--- src/rtl/priority_encoder_rr_if.sv ---
// Request/grant bundle for priority_encoder_rr: request side, grant side and priority mode.
// grant_oh exists only when PENC_ONEHOT_EN is defined.
interface priority_encoder_rr_if #(
    parameter int N = 8
);
    localparam int W = $clog2(N);

    logic [N-1:0] In;
    logic         in_valid;
    logic         in_ready;
    logic         mode;
    logic [W-1:0] y_out;
    logic         valid;
    logic         out_ready;
`ifdef PENC_ONEHOT_EN
    logic [N-1:0] grant_oh;
`endif

    modport slave (
        input  In, in_valid, mode, out_ready,
`ifdef PENC_ONEHOT_EN
        output grant_oh,
`endif
        output in_ready, y_out, valid
    );

    modport master (
        output In, in_valid, mode, out_ready,
`ifdef PENC_ONEHOT_EN
        input  grant_oh,
`endif
        input  in_ready, y_out, valid
    );
endinterface

--- src/rtl/priority_encoder_rr.sv ---
// N-request priority encoder, fixed (MSB-highest) or round-robin, registered grant with valid/ready.
// Optional registered one-hot grant output when PENC_ONEHOT_EN is defined.
module priority_encoder_rr #(
    parameter int N = 8
) (
    input  logic                  clk,
    input  logic                  rst_n,
    priority_encoder_rr_if.slave  bus
);
    localparam int W = $clog2(N);

    logic [W-1:0] y_q;
    logic         valid_q;
    logic [W-1:0] ptr;
    logic [W-1:0] fixed_idx;
    logic [W-1:0] rr_low;
    logic [W-1:0] rr_hi;
    logic         rr_hi_found;
    logic [W-1:0] grant;
    logic [W-1:0] ptr_next;
    logic         in_ready;
    logic         capture;
    logic         fire;

    assign in_ready = !valid_q || bus.out_ready;
    assign capture  = bus.in_valid && in_ready && (bus.In != '0);
    assign fire     = valid_q && bus.out_ready;

    // Descending scan: last hit wins, so rr_low/rr_hi end up as the lowest matching index.
    always_comb begin
        fixed_idx   = '0;
        rr_low      = '0;
        rr_hi       = '0;
        rr_hi_found = 1'b0;
        for (int i = 0; i < N; i++) begin
            if (bus.In[i]) fixed_idx = W'(i);
        end
        for (int i = N - 1; i >= 0; i--) begin
            if (bus.In[i]) begin
                rr_low = W'(i);
                if (i >= int'(ptr)) begin
                    rr_hi       = W'(i);
                    rr_hi_found = 1'b1;
                end
            end
        end
    end

    always_comb begin
        grant = fixed_idx;
        if (bus.mode) grant = rr_hi_found ? rr_hi : rr_low;
    end

    assign ptr_next = (grant == W'(N - 1)) ? '0 : grant + W'(1);

    always_ff @(posedge clk or negedge rst_n) begin
        if (!rst_n) begin
            y_q     <= '0;
            valid_q <= 1'b0;
            ptr     <= '0;
        end else if (capture) begin
            y_q     <= grant;
            valid_q <= 1'b1;
            if (bus.mode) ptr <= ptr_next;
        end else if (fire) begin
            valid_q <= 1'b0;
        end
    end

`ifdef PENC_ONEHOT_EN
    logic [N-1:0] oh_q;

    always_ff @(posedge clk or negedge rst_n) begin
        if (!rst_n) begin
            oh_q <= '0;
        end else if (capture) begin
            oh_q <= N'(1) << grant;
        end else if (fire) begin
            oh_q <= '0;
        end
    end

    assign bus.grant_oh = oh_q;
`endif

    assign bus.in_ready = in_ready;
    assign bus.y_out    = y_q;
    assign bus.valid    = valid_q;
endmodule
--- src/flat_wrapper.sv ---
// flat-port wrapper written by rule: the top's interface ports become plain ports
module priority_encoder_rr_flat 
#(
    parameter int N = 8
)
  (clk, rst_n, bus_In, bus_in_valid, bus_mode, bus_out_ready, bus_in_ready, bus_y_out, bus_valid);
  priority_encoder_rr_if #(.N(N)) bus_i ();
  input  logic clk;
  input  logic rst_n;
  input wire logic [$bits(bus_i.In)-1:0] bus_In;
  input wire logic [$bits(bus_i.in_valid)-1:0] bus_in_valid;
  input wire logic [$bits(bus_i.mode)-1:0] bus_mode;
  input wire logic [$bits(bus_i.out_ready)-1:0] bus_out_ready;
  output wire logic [$bits(bus_i.in_ready)-1:0] bus_in_ready;
  output wire logic [$bits(bus_i.y_out)-1:0] bus_y_out;
  output wire logic [$bits(bus_i.valid)-1:0] bus_valid;
  assign bus_i.In = bus_In;
  assign bus_i.in_valid = bus_in_valid;
  assign bus_i.mode = bus_mode;
  assign bus_i.out_ready = bus_out_ready;
  assign bus_in_ready = bus_i.in_ready;
  assign bus_y_out = bus_i.y_out;
  assign bus_valid = bus_i.valid;
  priority_encoder_rr #(.N(N)) u_core (.clk(clk), .rst_n(rst_n), .bus(bus_i));
endmodule
--- config.mk ---
export PLATFORM = sky130hd
export DESIGN_NAME = priority_encoder_rr_flat
export DESIGN_NICKNAME = d
export VERILOG_FILES = /design/src/rtl/priority_encoder_rr_if.sv /design/src/rtl/priority_encoder_rr.sv /design/src/flat_wrapper.sv
export SDC_FILE = /design/constraint.sdc
export NUM_CORES = 1
export LEC_CHECK = 0
export ABC_AREA = 1
export CELL_PAD_IN_SITES_DETAIL_PLACEMENT = 1
export CELL_PAD_IN_SITES_GLOBAL_PLACEMENT = 1
export CORE_MARGIN = 2
export CORE_UTILIZATION = 27
export DETAILED_ROUTE_END_ITERATION = 10
export PLACE_DENSITY = 0.76
export SLEW_MARGIN = 30
export SYNTH_ARGS = -nofsm -noshare
export SYNTH_HDL_FRONTEND = slang
export SYNTH_SLANG_ARGS = --single-unit
--- constraint.sdc ---
create_clock -name clk -period 1.9 [get_ports clk]
set_input_delay 0.38 -clock clk [delete_from_list [all_inputs] [get_ports clk]]
set_output_delay 0.38 -clock clk [all_outputs]
set_load 0.1 [all_outputs]
==> metrics.txt <==
# TYPE chip_impl_metric gauge
chip_impl_metric{name="crit_arrival",unit="ns"} 2.08
chip_impl_metric{name="synthesis.area_per_instance",unit="sq um"} 5.90
chip_impl_info{name="cp-start-kind",value="flop"} 1
chip_impl_metric{name="drcViolationCount",unit=""} 0
chip_impl_metric{name="relSlewSlack",unit=""} 0.804
chip_impl_info{name="grt.busiest_layer",value="met2"} 1
chip_impl_metric{name="maxSlewViolCount",unit=""} 0
chip_impl_metric{name="chipWidth",unit="um"} 52.1
chip_impl_metric{name="placedInstanceArea",unit="sq um"} 1040
chip_impl_metric{name="grt_start_max_net_pins",unit=""} 8
chip_impl_metric{name="first_pass_iters",unit=""} 2
chip_impl_metric{name="final_layout_size_suffix_gt1_frac",unit=""} 0.453
chip_impl_info{name="crit_path_start",value="u_core.ptr[0]$_DFFE_PN0P_"} 1
chip_impl_metric{name="p_per_area",unit="nW/um^2"} 1080
chip_impl_metric{name="fp.dieH",unit="um"} 52.1
chip_impl_metric{name="total_die_area",unit="sq um"} 2720
chip_impl_metric{name="yosys_warnings",unit=""} 0
chip_impl_info{name="setup.worst_path.end_class",value="flop"} 1
chip_impl_metric{name="crit_required",unit="ns"} 2.03
chip_impl_metric{name="synthToLayoutAreaGrowth",unit="%"} 92.6
chip_impl_metric{name="place_ws",unit="ns"} -0.462
chip_impl_metric{name="gp_congestion",unit=""} 0.789
chip_impl_metric{name="gr-usage-met3",unit=""} 0
chip_impl_metric{name="antenna_left",unit=""} 0
chip_impl_metric{name="num_rows",unit=""} 17
chip_impl_metric{name="tritoncts.num_buffers",unit=""} 3
chip_impl_metric{name="finalCritPeriodShare",unit=""} 1.03
chip_impl_info{name="r2r_end",value="u_core.ptr[2]$_DFFE_PN0P_"} 1
chip_impl_metric{name="dp.final_hpwl",unit="mm"} 1.72
chip_impl_metric{name="cts.clk_slew.worst_paths",unit="ns"} 0.05
chip_impl_metric{name="async_flop_share",unit=""} 1.00
chip_impl_metric{name="syn-num-nets",unit=""} 121
chip_impl_metric{name="groute.layer.met1.usage",unit=""} 0.187
chip_impl_metric{name="fin_crit",unit="ns"} 1.95
chip_impl_metric{name="grt_use_met2",unit=""} 0.367
chip_impl_metric{name="initial_core_util",unit=""} 0.286
chip_impl_metric{name="num_antenna_cells",unit=""} 0
chip_impl_metric{name="timing.final.hold_violations",unit=""} 0
chip_impl_info{name="r2r_start",value="u_core.ptr[0]$_DFFE_PN0P_"} 1
chip_impl_info{name="cts_tree",value="built"} 1
chip_impl_metric{name="drt-initial-drc-count",unit=""} 10
chip_impl_metric{name="routed_via_density",unit=""} 4.48
chip_impl_metric{name="gr-total-overflow",unit=""} 0
chip_impl_info{name="min_path_type",value="in -> async"} 1
chip_impl_metric{name="core_area",unit="sq um"} 2190
chip_impl_metric{name="clock.fmax",unit="MHz"} 512
chip_impl_metric{name="per_cell_routed_wire_length",unit="um"} 12.7
chip_impl_metric{name="drt-total-wl",unit="mm"} 2.26
chip_impl_metric{name="total_setup_violations_reported_at_the_end_of_the_flow",unit=""} 2
chip_impl_metric{name="ys_ff_latch",unit=""} 7
chip_impl_metric{name="worst_skew_pair.late_latency",unit="ns"} 0.24
chip_impl_metric{name="clock_sinks",unit=""} 7
chip_impl_info{name="ys_top_cells_by_area",value="sky130_fd_sc_hd__dfrtp_1 (28%), sky130_fd_sc_hd__nand2_1 (26%), sky130_fd_sc_hd__inv_1 (9.0%)"} 1
chip_impl_metric{name="first_global_vias",unit=""} 872
chip_impl_info{name="yosys_most_used_dff",value="sky130_fd_sc_hd__dfrtp_1"} 1
chip_impl_metric{name="skew",unit="ns"} 0.00236
chip_impl_info{name="violations",value="setup timing"} 1
chip_impl_metric{name="detailroute.via_count",unit=""} 798
chip_impl_info{name="synth.cells.most_frequent",value="sky130_fd_sc_hd__nand2_1 (43), sky130_fd_sc_hd__inv_1 (15), sky130_fd_sc_hd__nor2_1 (11), sky130_fd_sc_hd__nand3_1 (9), sky130_fd_sc_hd__dfrtp_1 (7)"} 1
chip_impl_metric{name="worst_slew_pin_slew",unit="ns"} 0.293
chip_impl_metric{name="worst_ir_drop_vdd",unit="uV"} 678
chip_impl_info{name="ctsRootBufferMaster",value="sky130_fd_sc_hd__clkbuf_4"} 1
chip_impl_info{name="cell_accounting_for_the_most_synthesized_area",value="sky130_fd_sc_hd__dfrtp_1"} 1
chip_impl_metric{name="final_nets",unit=""} 166
chip_impl_metric{name="clock_tree.htree_level_count",unit=""} 1
chip_impl_info{name="crit_path_end",value="u_core.ptr[2]$_DFFE_PN0P_"} 1
chip_impl_metric{name="synth_top_area_share",unit=""} 0.280
chip_impl_metric{name="clk_path_buf_depth",unit=""} 2
chip_impl_metric{name="postLayoutSetupSlackWorst",unit="ns"} -0.0539
chip_impl_info{name="critical_path_class",value="reg -> reg"} 1
chip_impl_info{name="rsz_0062_raised_after_global_routing",value="true"} 1
chip_impl_metric{name="r2r_worst_path_depth",unit=""} 14
chip_impl_metric{name="first_pass_grt_wire_length",unit="mm"} 3.56
chip_impl_metric{name="worst_hold_margin",unit="ns"} 0.386
chip_impl_info{name="outcome",value="complete, but fails checks"} 1
chip_impl_metric{name="path_max_fanout",unit=""} 5
chip_impl_metric{name="gr-usage-all-layers",unit=""} 0.177
chip_impl_metric{name="setup.reg_to_reg.worst_slack",unit="ns"} -0.05
chip_impl_metric{name="synth_enable_flop_cells",unit=""} 0
chip_impl_metric{name="portBuffers",unit=""} 17
chip_impl_info{name="yosysMostFrequentCell",value="sky130_fd_sc_hd__nand2_1"} 1
chip_impl_metric{name="antenna_found_initial",unit=""} 0
chip_impl_metric{name="design_area",unit="sq um"} 1200
chip_impl_metric{name="synth.cell_area",unit="sq um"} 626
chip_impl_metric{name="totalNegativeSetupSlack",unit="ns"} -0.0709
chip_impl_metric{name="netlist-cell-type-count",unit=""} 17
chip_impl_metric{name="leakage",unit="nW"} 0.617
chip_impl_metric{name="cap_violations",unit=""} 0
chip_impl_metric{name="synth-seq-area-share",unit=""} 0.280
chip_impl_metric{name="ios",unit=""} 18
chip_impl_metric{name="postSynthCellCount",unit=""} 106
-- kinds of logic (layout without fill, tap and decap cells) --
logic type,Yosys count,in the layout,share of synthesized area
compound gates,13,13,0.132
fa+ha+maj,2,2,0.0400
buf+inv,16,60,0.0960
flops,7,7,0.280
simple gates,68,68,0.452
-- state kept, by name, summed over array words and instances (netlist names) --
signal	flops
u_core.bus.valid	1
u_core.bus.y_out	3
u_core.ptr	3
-- placed cells by master, fill, tap and decap left out, types with 2 or more instances in the layout --
cell,Yosys,layout
sky130_fd_sc_hd__a21oi_1,6,5
sky130_fd_sc_hd__buf_12,0,5
sky130_fd_sc_hd__buf_4,0,23
sky130_fd_sc_hd__clkbuf_4,0,3
sky130_fd_sc_hd__clkdlybuf4s50_1,0,4
sky130_fd_sc_hd__dfrtp_1,7,3
sky130_fd_sc_hd__dfrtp_2,0,3
sky130_fd_sc_hd__dlygate4sd2_1,0,8
sky130_fd_sc_hd__ha_4,0,2
sky130_fd_sc_hd__inv_1,15,10
sky130_fd_sc_hd__inv_2,1,3
sky130_fd_sc_hd__nand2_1,43,36
sky130_fd_sc_hd__nand2_2,2,7
sky130_fd_sc_hd__nand2_4,0,2
sky130_fd_sc_hd__nand3_1,9,4
sky130_fd_sc_hd__nand3_2,0,4
sky130_fd_sc_hd__nor2_1,11,7
sky130_fd_sc_hd__nor2_2,1,3
sky130_fd_sc_hd__nor2_4,1,3
sky130_fd_sc_hd__o21ai_2,1,3
-- how the worst min path moves through the flow --
stage | from | end | slack (ns)
after floorplan | rst_n | u_core.bus.y_out[0]$_DFFE_PN0P_ | 0.08
after global placement | u_core.bus.y_out[1]$_DFFE_PN0P_ | u_core.bus.y_out[1]$_DFFE_PN0P_ | 0.53
after detailed placement | u_core.bus.y_out[0]$_DFFE_PN0P_ | u_core.bus.y_out[0]$_DFFE_PN0P_ | 0.55
after CTS | rst_n | u_core.bus.y_out[2]$_DFFE_PN0P_ | 0.40
after global routing | rst_n | u_core.bus.y_out[2]$_DFFE_PN0P_ | 0.42
final | rst_n | u_core.bus.y_out[2]$_DFFE_PN0P_ | 0.39
-- critical path, stage by stage, from the launching register on --
cell and delay, ns:
sky130_fd_sc_hd__dfrtp_2 0.45, sky130_fd_sc_hd__nor2_2 0.14, sky130_fd_sc_hd__nand3_2 0.10, sky130_fd_sc_hd__nand2_4 0.11, sky130_fd_sc_hd__nor2_4 0.05, sky130_fd_sc_hd__nand2_2 0.07
sky130_fd_sc_hd__nor2_2 0.03, sky130_fd_sc_hd__nor2_1 0.13, sky130_fd_sc_hd__nand2_1 0.12, sky130_fd_sc_hd__nand2_2 0.09, sky130_fd_sc_hd__inv_2 0.05, sky130_fd_sc_hd__ha_4 0.15
sky130_fd_sc_hd__ha_4 0.22, sky130_fd_sc_hd__nor2_2 0.08, sky130_fd_sc_hd__a21oi_2 0.04
-- metal layers --
layer | vias to the layer above | wire (um)
met5 | - | 0
met4 | 0 | 10
met3 | 2 | 36
met2 | 7 | 1290
met1 | 371 | 929
li1 | 418 | -
-- through the flow --
step	utilization	instances	total power, W
final	0.550	178	0.00130
after global routing	0.550	178	0.00139
after CTS	0.524	176	0.00121
after global placement	0.476	168	0.000935
after floorplan	-	106	0.000666
after detailed placement	0.476	168	0.000961
-- area by class of cell --
type,instances,area [sq um]
Sequential cell,7,183
Fill cell,290,986
Tap cell,28,35.0
Timing Repair Buffer,40,383
Multi-Input combinational cell,83,507
Inverter,16,71.3
Clock buffer,4,26.3
-- report_power, final --
group / internal [W] / switching, W / leakage [nW] / total (W)
Combinational: 0.000385 / 0.000504 / 0.524 / 0.000888
Sequential: 0.000202 / 0.0000802 / 0.0783 / 0.000282
Clock: 0.0000796 / 0.0000467 / 0.0150 / 0.000126
-- repair_timing --
item,4_1_cts,5_1_grt
resized for setup,24,14
hold buffers,0,0
setup endpoints to repair,3,3
buffers inserted,4,2
pin swaps,8,9
No activity file was read; power rests on OpenSTA's default activity.
